## config.mk

```make
export PLATFORM = sky130hd
export DESIGN_NAME = qos_vc_param
export DESIGN_NICKNAME = d
export VERILOG_FILES = /design/src/rtl/qos_pkg.sv /design/src/rtl/qos_fifo_sync.sv /design/src/rtl/qos_vc_param.sv
export SDC_FILE = /design/constraint.sdc
export NUM_CORES = 1
export LEC_CHECK = 0
export CAP_MARGIN = 20
export CORE_MARGIN = 2
export CORE_UTILIZATION = 35
export CTS_BUF_LIST = sky130_fd_sc_hd__clkbuf_2 sky130_fd_sc_hd__clkbuf_4 sky130_fd_sc_hd__clkbuf_8
export DETAILED_ROUTE_END_ITERATION = 7
export DONT_BUFFER_PORTS = 1
export GPL_ROUTABILITY_DRIVEN = 0
export GPL_TIMING_DRIVEN = 0
export PLACE_DENSITY = 0.48
export REMOVE_ABC_BUFFERS = 1
export SYNTH_ARGS = -nofsm -noshare
export SYNTH_HDL_FRONTEND = slang
export SYNTH_SLANG_ARGS = --single-unit
```

## constraint.sdc

```tcl
create_clock -name clk -period 6.2 [get_ports clk]
set_input_delay 0.93 -clock clk [delete_from_list [all_inputs] [get_ports clk]]
set_output_delay 0.93 -clock clk [all_outputs]
set_load 0.02 [all_outputs]
```

## src/rtl/qos_pkg.sv

```systemverilog
// qos_pkg: shared types and constants for the QoS virtual-channel buffer.
//   state_e          one-hot controller state encoding
//   DEF_LOW          almost-empty threshold loaded at reset
//   DEF_HIGH_MARGIN  almost-full threshold at reset is DEPTH minus this margin
package qos_pkg;

    typedef enum logic [4:0] {
        ST_RESET  = 5'b00001,
        ST_INIT   = 5'b00010,
        ST_IDLE   = 5'b00100,
        ST_ACTIVE = 5'b01000,
        ST_ERROR  = 5'b10000
    } state_e;

    localparam int unsigned DEF_LOW         = 1;
    localparam int unsigned DEF_HIGH_MARGIN = 1;

endpackage

```

## src/rtl/qos_fifo_sync.sv

```systemverilog
// qos_fifo_sync: single-clock FIFO with registered read data and occupancy.
//   clk, reset   rising-edge clock, synchronous active-low reset
//   wr_en_i      write wr_data_i (caller guarantees space or a same-cycle read)
//   rd_en_i      read one word (caller guarantees the FIFO is not empty)
//   rd_data_o    word read at the previous edge; holds when no read happens
//   rd_valid_o   one-cycle pulse accompanying rd_data_o
//   count_o      occupancy, 0..DEPTH
module qos_fifo_sync #(
    parameter int DATA_W = 12,
    parameter int DEPTH  = 8,
    localparam int AW    = $clog2(DEPTH)
) (
    input  logic              clk,
    input  logic              reset,
    input  logic              wr_en_i,
    input  logic [DATA_W-1:0] wr_data_i,
    input  logic              rd_en_i,
    output logic [DATA_W-1:0] rd_data_o,
    output logic              rd_valid_o,
    output logic [AW:0]       count_o
);

    logic [DATA_W-1:0] mem_q [DEPTH];
    logic [AW-1:0]     wptr_q, rptr_q;
    logic [AW:0]       count_q;
    logic [DATA_W-1:0] rd_data_q;
    logic              rd_valid_q;

    // NOTE: the storage array has no reset; occupancy gates every read, so stale contents are never observed.
    always_ff @(posedge clk) begin
        if (wr_en_i) mem_q[wptr_q] <= wr_data_i;
    end

    // NOTE: all state uses non-blocking assignment so a write and read of the same slot in one cycle reads the old word.
    always_ff @(posedge clk) begin
        if (!reset) begin
            wptr_q     <= '0;
            rptr_q     <= '0;
            count_q    <= '0;
            rd_data_q  <= '0;
            rd_valid_q <= 1'b0;
        end else begin
            rd_valid_q <= rd_en_i;
            // Pointers are AW bits wide, so they wrap modulo DEPTH on their own.
            if (wr_en_i) wptr_q <= wptr_q + 1'b1;
            if (rd_en_i) begin
                rptr_q    <= rptr_q + 1'b1;
                rd_data_q <= mem_q[rptr_q];
            end
            case ({wr_en_i, rd_en_i})
                2'b10:   count_q <= count_q + 1'b1;
                2'b01:   count_q <= count_q - 1'b1;
                default: count_q <= count_q;
            endcase
        end
    end

    assign rd_data_o  = rd_data_q;
    assign rd_valid_o = rd_valid_q;
    assign count_o    = count_q;

endmodule

```

## src/rtl/qos_vc_param.sv

```systemverilog
// qos_vc_param: QoS virtual-channel buffer. Incoming words are steered by their
// top VC_W bits into one of NUM_VC FIFOs, each drained by its own pop.
//   clk, reset                  clock, synchronous active-low reset
//   init, umbral_high/low       configuration request and thresholds (captured in INIT)
//   push, data_in               write into FIFO[class]
//   pop                         per-VC pop; fifo_dataout/fifo_valid one cycle later
//   almost_full/almost_empty/fifo_empty, pause, drop   status flags
//   req, idx, clr_on_read       statistics read; valid/data one cycle later
//   active_out, idle_out, error_out                    controller state
module qos_vc_param
    import qos_pkg::*;
#(
    parameter int DATA_W = 12,
    parameter int NUM_VC = 4,
    parameter int DEPTH  = 8,
    parameter int CNT_W  = 8,
    localparam int VC_W  = $clog2(NUM_VC),
    localparam int AW    = $clog2(DEPTH),
    localparam int IDX_W = $clog2(NUM_VC + 1)
) (
    input  logic                     clk,
    input  logic                     reset,
    input  logic                     init,
    input  logic [AW:0]              umbral_high,
    input  logic [AW:0]              umbral_low,
    input  logic                     push,
    input  logic [DATA_W-1:0]        data_in,
    input  logic [NUM_VC-1:0]        pop,
    output logic [NUM_VC*DATA_W-1:0] fifo_dataout,
    output logic [NUM_VC-1:0]        fifo_valid,
    output logic [NUM_VC-1:0]        almost_full,
    output logic [NUM_VC-1:0]        almost_empty,
    output logic [NUM_VC-1:0]        fifo_empty,
    output logic                     pause,
    output logic                     drop,
    input  logic                     req,
    input  logic [IDX_W-1:0]         idx,
    input  logic                     clr_on_read,
    output logic                     valid,
    output logic [CNT_W-1:0]         data,
    output logic                     active_out,
    output logic                     idle_out,
    output logic                     error_out
);

    localparam logic [AW:0]      DEF_HIGH = (AW+1)'(DEPTH - DEF_HIGH_MARGIN);
    localparam logic [AW:0]      FULL_CNT = (AW+1)'(DEPTH);
    localparam logic [IDX_W-1:0] DROP_IDX = IDX_W'(NUM_VC);

    state_e              state_q, state_d;
    logic [AW:0]         high_q, low_q;
    logic [AW:0]         cnt [NUM_VC];
    logic [VC_W-1:0]     cls;
    logic                push_ok, pop_ok;
    logic [NUM_VC-1:0]   wr_en, rd_en, drop_vec, clr_fwd;
    logic                drop_d, drop_q;
    logic                clr_drop;
    logic [CNT_W-1:0]    fwd_q [NUM_VC];
    logic [CNT_W-1:0]    drop_cnt_q;
    logic [CNT_W-1:0]    rd_val;
    logic                valid_q;
    logic [CNT_W-1:0]    data_q;

    assign cls     = data_in[DATA_W-1 -: VC_W];
    assign push_ok = push && (state_q == ST_IDLE || state_q == ST_ACTIVE);
    assign pop_ok  = (state_q == ST_IDLE || state_q == ST_ACTIVE || state_q == ST_ERROR);

    for (genvar i = 0; i < NUM_VC; i++) begin : g_vc
        logic sel, full;
        assign sel         = push_ok && (cls == VC_W'(i));
        assign full        = (cnt[i] == FULL_CNT);
        assign rd_en[i]    = pop[i] && pop_ok && !fifo_empty[i];
        // A full FIFO still takes the word when it is popped in the same cycle.
        assign wr_en[i]    = sel && (!full || rd_en[i]);
        assign drop_vec[i] = sel && full && !rd_en[i];
        assign clr_fwd[i]  = req && clr_on_read && (idx == IDX_W'(i));

        qos_fifo_sync #(.DATA_W(DATA_W), .DEPTH(DEPTH)) u_fifo (
            .clk        (clk),
            .reset      (reset),
            .wr_en_i    (wr_en[i]),
            .wr_data_i  (data_in),
            .rd_en_i    (rd_en[i]),
            .rd_data_o  (fifo_dataout[i*DATA_W +: DATA_W]),
            .rd_valid_o (fifo_valid[i]),
            .count_o    (cnt[i])
        );

        assign almost_full[i]  = (cnt[i] >= high_q);
        assign almost_empty[i] = (cnt[i] <= low_q);
        assign fifo_empty[i]   = (cnt[i] == '0);
    end

    assign drop_d   = |drop_vec;
    assign clr_drop = req && clr_on_read && (idx == DROP_IDX);

    // NOTE: every always_comb output gets a default before the case so no latch is inferred.
    always_comb begin
        state_d = state_q;
        case (state_q)
            ST_RESET:  state_d = ST_INIT;
            ST_INIT:   if (!init) state_d = ST_IDLE;
            ST_IDLE: begin
                if (drop_d)      state_d = ST_ERROR;
                else if (init)   state_d = ST_INIT;
                else if (|wr_en) state_d = ST_ACTIVE;
            end
            ST_ACTIVE: begin
                if (drop_d)                    state_d = ST_ERROR;
                else if (&fifo_empty && !push) state_d = ST_IDLE;
            end
            ST_ERROR:  state_d = ST_ERROR;
            default:   state_d = ST_RESET;
        endcase
    end

    // Counter read mux; indices above NUM_VC read as zero.
    always_comb begin
        rd_val = '0;
        for (int k = 0; k < NUM_VC; k++) begin
            if (idx == IDX_W'(k)) rd_val = fwd_q[k];
        end
        if (idx == DROP_IDX) rd_val = drop_cnt_q;
    end

    // Clear-on-read wins over the old value; an increment in the same cycle lands on top of zero.
    function automatic logic [CNT_W-1:0] cnt_next(input logic [CNT_W-1:0] cur,
                                                  input logic inc, input logic clr);
        logic [CNT_W-1:0] base;
        base = clr ? '0 : cur;
        if (inc && (base != '1)) base = base + 1'b1;
        return base;
    endfunction

    always_ff @(posedge clk) begin
        if (!reset) begin
            state_q    <= ST_RESET;
            high_q     <= DEF_HIGH;
            low_q      <= (AW+1)'(DEF_LOW);
            drop_q     <= 1'b0;
            drop_cnt_q <= '0;
            valid_q    <= 1'b0;
            data_q     <= '0;
            for (int k = 0; k < NUM_VC; k++) fwd_q[k] <= '0;
        end else begin
            state_q <= state_d;
            if (state_q == ST_INIT) begin
                high_q <= umbral_high;
                low_q  <= umbral_low;
            end
            drop_q     <= drop_d;
            drop_cnt_q <= cnt_next(drop_cnt_q, drop_d, clr_drop);
            for (int k = 0; k < NUM_VC; k++) fwd_q[k] <= cnt_next(fwd_q[k], rd_en[k], clr_fwd[k]);
            valid_q <= req;
            if (req) data_q <= rd_val;
        end
    end

    assign pause      = |almost_full;
    assign drop       = drop_q;
    assign valid      = valid_q;
    assign data       = data_q;
    assign idle_out   = (state_q == ST_IDLE);
    assign active_out = (state_q == ST_ACTIVE);
    assign error_out  = (state_q == ST_ERROR);

endmodule

```

* Word-level counts from Yosys, hierarchy flattened *
Memories as Yosys holds them, arrays and structs flattened. A register that Yosys moved wholly into a read port is not among the register bits.
Index checks and enable logic that the tools add are counted.
Widths: inputs -> output; s select.

storage, ports and cells
  register bits = 75
  bits in writable memories = 416
  memories = 5

memory list
  name                  depth  bits a word  rd ports  clocked after Yosys merged registers in  wr ports  RTL line             text
  g_vc[0].u_fifo.mem_q  8      12           1         1                                        1         qos_fifo_sync.sv:23  logic [DATA_W-1:0] mem_q [DEPTH];
  g_vc[1].u_fifo.mem_q  8      12           1         1                                        1         qos_fifo_sync.sv:23
  g_vc[2].u_fifo.mem_q  8      12           1         1                                        1         qos_fifo_sync.sv:23
  g_vc[3].u_fifo.mem_q  8      12           1         1                                        1         qos_fifo_sync.sv:23
  fwd_q                 4      8            4         0                                        4         qos_vc_param.sv:58   logic [CNT_W-1:0] fwd_q [NUM_VC];

cells by class
  add/sub/neg operators = 21
  order comparisons = 8
  equality and inequality tests = 32
  muxes and demuxes = 44
  bitwise operators = 4
  reduce and logical (&&, ||, !) cells = 75

operator list
  kind                 number
  $mux 8               23
  $add 8x1->8 const B  5
  $ne 8x8->1 const B   5
  $logic_and 1x1->1    37
  $pmux 4 s2           4
  $mux 5               6
  $pmux 5 s5           1
  $add 3x1->3 const B  8
  $logic_not 1->1      17
  $add 4x1->4 const B  4
  $eq 4x4->1 const B   4
  $ge 4x4->1           4
  $le 4x4->1           4
  $logic_not 4->1      4
  $sub 4x1->4 const B  4
  $eq 2x2->1 const B   6
  $reduce_or 4->1      3
  $eq 2x1->1 const B   5
  $mux 1               10
  $reduce_bool 2->1    4
  $eq 3x2->1 const B   2
  $logic_or 1x1->1     6
  $eq 5x1->1 const B   1
  $eq 5x2->1 const B   1
  13 further kinds     16

* Longest topological paths before layout *
  word-level depth = 12
  gate-level depth with buffers = 13
  gate-level depth less buffers = 11

* Hierarchy *
From an unflattened synthesis, not the netlist that was laid out.

unflattened totals
  cells, all modules = 1486
  area, all modules = 22494.1 um^2

by module, submodules not included
  module                              times used  cells each  area an instance (um^2)
  qos_fifo_sync (g_vc[1].u_fifo ...)  3           248         4540.6
  qos_fifo_sync (g_vc[0].u_fifo)      1           247         4535.6
  qos_vc_param                        1           495         4336.7

* Worst setup path before layout *
No wires, ideal clock.

  kind = input to register
  start point = input data_in[10]
  end point = memory g_vc[1].u_fifo.mem_q[1][0], enable pin
  arrival = 3.232 ns
  required time = 5.783 ns
  path slack = 2.551 ns
  stages = 5
  path buffers = 0
  cell sequence = nor4bb_1 -> nand3_1 -> a21oi_1 -> inv_1 -> nor4b_1

between the ends
  longest elaborated chain between the ends = 5

ends and longest elaborated chain
  item                          RTL line             text
  from (decl)                   qos_vc_param.sv:27   input logic [DATA_W-1:0] data_in,
  $eq 2x1->1                    qos_vc_param.sv:70   assign sel = push_ok && (cls == VC_W'(i));
  $logic_and 1x1->1             qos_vc_param.sv:70
  $logic_and 1x1->1             qos_vc_param.sv:74   assign wr_en[i] = sel && (!full || rd_en[i]);
  $mux 1                        qos_fifo_sync.sv:31  if (wr_en_i) mem_q[wptr_q] <= wr_data_i;
  $mux 1 (not written as such)  qos_fifo_sync.sv:31
  to (decl)                     qos_fifo_sync.sv:23

Every way passes these cells.

* Worst setup path in the final report *
  start point = register state_q[2]
  end point = register g_vc[0].u_fifo.count_q[2]

between the ends
  longest elaborated chain between the ends = 9
  elaborated cells between the ends (all ways) = 15
  classes of those cells = eq/ne: 5; mux: 1; reduce/logical: 9

ends and longest elaborated chain
  item                                             RTL line                                text
  from (decl)                                      qos_vc_param.sv:50                      state_e state_q, state_d;
  from (signal assigned)                           qos_vc_param.sv:146                     state_q <= state_d;
  $eq 5x3->1 or $eq 5x4->1 (tied branches)         qos_vc_param.sv:65, qos_vc_param.sv:66
  $logic_or 1x1->1                                 qos_vc_param.sv:65, qos_vc_param.sv:66
  $logic_or 1x1->1                                 qos_vc_param.sv:66                      assign pop_ok = (state_q == ST_IDLE || state_q == ST_ACTIVE || state_q == ST_ERROR);
  $logic_and 1x1->1 (2 in a row)                   qos_vc_param.sv:72                      assign rd_en[i] = pop[i] && pop_ok && !fifo_empty[i];
  $logic_or 1x1->1                                 qos_vc_param.sv:74
  $logic_and 1x1->1                                qos_vc_param.sv:74
  $eq 2x1->1 or $eq 2x2->1 (tied branches)         qos_fifo_sync.sv:50                     case ({wr_en_i, rd_en_i})
  $pmux 4 s2 or $reduce_bool 2->1 (tied branches)  --
  to (signal assigned)                             qos_fifo_sync.sv:51                     2'b10: count_q <= count_q + 1'b1;
  to (signal assigned)                             qos_fifo_sync.sv:52                     2'b01: count_q <= count_q - 1'b1;
  to (signal assigned)                             qos_fifo_sync.sv:53                     default: count_q <= count_q;
  to (decl)                                        qos_fifo_sync.sv:25                     logic [AW:0] count_q;

Parallel ways exist; a longest one is shown, timed or not.
A chain may end at the register's enable or synchronous reset.

==> metrics.md <==
| Metric | Value |
|---|---|
| Status | finished, final reports clean |
| Crit. Startpoint | state_q[2]$_SDFFE_PN0P_ |
| Syn-to-layout area delta | 15.62% |
| Htree depth | 3 |
| MaxCap Viol Count | 0 |
| Antenna-violating nets left | 0 |
| Later-pin clock latency in the skew report | 0.68 ns |
| Vias per std cell | ~5 |
| Post-CTS sizing | 0 |
| Static Leak | around 0.0094 uW |
| Max-slew violation count | 0 |
| Peak fanout along the critical path | 31 |
| Reg2reg start | state_q[2]$_SDFFE_PN0P_ |
| Final #Nets | roughly 1600 |
| Largest net degree at the start of global routing | ~140 |
| Cells after Synth | 1494 |
| CTS tree | yes |
| Post-CTS Setup Bufs | 0 |
| WP data required | slightly below 7 ns |
| Post-synth EDFFs | roughly 380 |
| RR Endpoint | g_vc[0].u_fifo.count_o[2]$_SDFFE_PN0P_ |
| WL/cell | 21.10 um |
| Slew at the pin closest to its max-slew limit | roughly 1.0 ns |
| Maximum vdd drop | between 150 and 200 uV |
| Detailed placement HPWL | ~34000 um |
| YS warnings | 0 |
| Final hold vios | 0 |
| PwrDens | approximately 280 mW/mm2 |
| Pre-CTS setup slack | 2.227 ns |
| Sequential area share after synthesis | between 60% and 70% |
| DRC viols | 0 |
| CTS root buffer | clkbuf_8 |
| Post-CTS Hold Buffers | 0 |
| Min Hold Slack | 0.3511 ns |
| Synth top area share | between 50% and 60% |
| Register-to-register setup slack | roughly 2.2 ns |
| Share of layout cells above drive strength 1 | approximately 22% |
| Total I/O pin count | approximately 110 |
| Max Clock Freq | about 0.25 GHz |
| Initial antenna violation count | 1 |
| Slew headroom | a little under a third |
| Period utilization | roughly two thirds |
| Worst Clk Skew | 0.03359 ns |
| R2R depth | 10 |
| Number of global-route vias before repair | 12950 |
| Non-Filler Instances | around 2500 |
| FF+latch count, synth | 539 |
| Storage element area | roughly 0.015 mm2 |
| First-pass GRT wire length | between 70000 and 80000 um |
| Aggregate global-route resource usage | ~16% |
| Unrepaired setup endpoints after global routing | false |
| Port-buffer cells | 0 |
| Netlist cell types | 63 |
| Capture point of the worst path | g_vc[0].u_fifo.count_o[2]$_SDFFE_PN0P_ |
| CTS sink cnt | 539 |
| Initial drt markers | roughly 640 |
| Min cycle time layout | between 4 and 5 ns |
| Post-Route Utilization | 40.82% |
| Setup violators final | 0 |
| Via count | about 13000 |
| Fillers | between 5000 and 6000 |
| Cell Area, Synth | around 0.023 mm2 |
| TritonRoute pass-1 iters | 6 |
| Final Worst Setup Slack | about 2.2 ns |
| Initial Util | between 30% and 40% |
| Die Height | around 260 um |
| Die Wd | ~260 um |
| HP Class | in -> reg |
| Most frequent cells in the layout | edfxtp_1 (384), dfxtp_1 (151), nand2_1 (126) |
| Routed wire length | between 50000 and 60000 um |
| Syn Area/Cell | 15.18 um2 |
| Cell taking the most area after synthesis | edfxtp_1 |
| Ys async rst share | 0% |
| Crit end category | flop |
| Site Rows | between 90 and 100 |
| Setup crit start kind | flop |
| Combined area of the multi-input logic cells | roughly 0.0077 mm2 |
| CTS Buffer Depth | 3 |
| Post-Place Cells | between 2000 and 2500 |
| Top_reg_cell synth | edfxtp_1 |
| Total die area | ~0.067 mm2 |
| Critical path arrival | between 4 and 5 ns |
| Commonest non-fill, non-tap cell in the layout | edfxtp_1 |
| Clk slew on worst S/H paths | around 0.060 ns |
| CTS buffer count | 92 |
| Total core area | 0.06423 mm2 |
| Total gr overflow | 0 |
| Synth area leaders | edfxtp_1 (51%), dfxtp_1 (14%), mux4_2 (9.7%) |
| Crit path kind | reg -> reg |
==> synthesized netlist by cell type (28+ instances only) <==
cell	n
nand3_1	31
dfxtp_1	155
ha_1	55
xnor2_1	28
mux2i_1	67
and2_1	44
clkbuf_1	50
o211a_1	58
nand2_1	126
edfxtp_1	384
nor2_1	42
mux4_2	98
nor2b_1	28
==> logic make-up after synthesis <==
group	count (synthesis)	share of synthesized area, %
XOR/XNOR	55	2.158
buffers and inverters	107	1.997
AO/OA/AOI/OAI	186	6.539
multiplexers	165	12.69
flip-flops	539	64.54
adder cells (fa/ha/maj)	57	3.211
AND/OR/NAND/NOR	385	8.867
==> layer usage <==
metal,vias to the layer above,track usage [%],part of all wire [%]
li1,5911,-,-
met1,6462,20.28,44
met4,0,5.572,2.1
met5,-,0,0
met3,64,3.286,4.4
met2,232,26.52,49
==> state kept, by name, indices dropped and copies added (netlist names) <==
signal and cells:
g_vc.u_fifo.rd_data_o 48, valid 1, low_q 4, fwd_q 32
g_vc.u_fifo.wptr_q 12, g_vc.u_fifo.count_o 16, drop 1, g_vc.u_fifo.rptr_q 12
data 8, g_vc.u_fifo.rd_valid_o 4, g_vc.u_fifo.mem_q 384, drop_cnt_q 8
state_q 5, high_q 4
==> where the power goes <==
group | internal [uW] | total [uW] | switching (uW) | leakage (uW)
Combinational | 38.4 | 91.1 | 52.7 | 0.00359
Sequential | 3860 | 3880 | 17.7 | 0.00470
Clock | 1980 | 3420 | 1440 | 0.00108
Total | 5880 | 7390 | 1510 | 0.00938
==> final cells by class <==
cell class / instances / share of cell area, %
repair buffers: 52 / 2.377
clock inverters: 17 / 0.5154
flip-flops and latches: 539 / 55.84
multi-input cells: 848 / 29.54
well taps: 855 / 4.081
clock buffers: 156 / 7.259
inverters: 25 / 0.3579
diodes: 3 / 0.02864
==> worst min-delay path by stage <==
stage,cells past startpoint,slack (ns),to,start
3_5_place_dp,2,0.46,high_q[3]$_SDFFE_PN0N_,high_q[3]$_SDFFE_PN0N_
4_1_cts,0,0.27,g_vc[1].u_fifo.mem_q[7][3]$_DFFE_PP_,data_in[3]
5_1_grt,0,0.29,g_vc[1].u_fifo.mem_q[7][3]$_DFFE_PP_,data_in[3]
2_1_floorplan,2,0.44,high_q[3]$_SDFFE_PN0N_,high_q[3]$_SDFFE_PN0N_
6_report,0,0.35,g_vc[1].u_fifo.mem_q[5][4]$_DFFE_PP_,data_in[4]
3_3_place_gp,2,0.46,low_q[2]$_SDFFE_PN0N_,low_q[2]$_SDFFE_PN0N_
==> worst max-delay path: stages (launching register included) <==
cell	delay, ns
dfxtp_1	0.49
xor2_2	0.53
o2111ai_1	0.58
nor2_4	0.92
ha_1	0.38
xor2_1	0.17
ha_1	0.16
a21oi_1	0.05
xor2_1	0.16
or3_1	0.31
a21boi_0	0.16
==> stage by stage <==
step	area (um2)	total power (uW)	TNS (ns)
floorplan	22320	4024	0
global placement	23390	4045	-0.01617
detailed placement	24170	4049	0
CTS	26210	7509	0
global route	26210	7668	0
finish	26220	7389	0
Power figures use the tool's default switching activity.
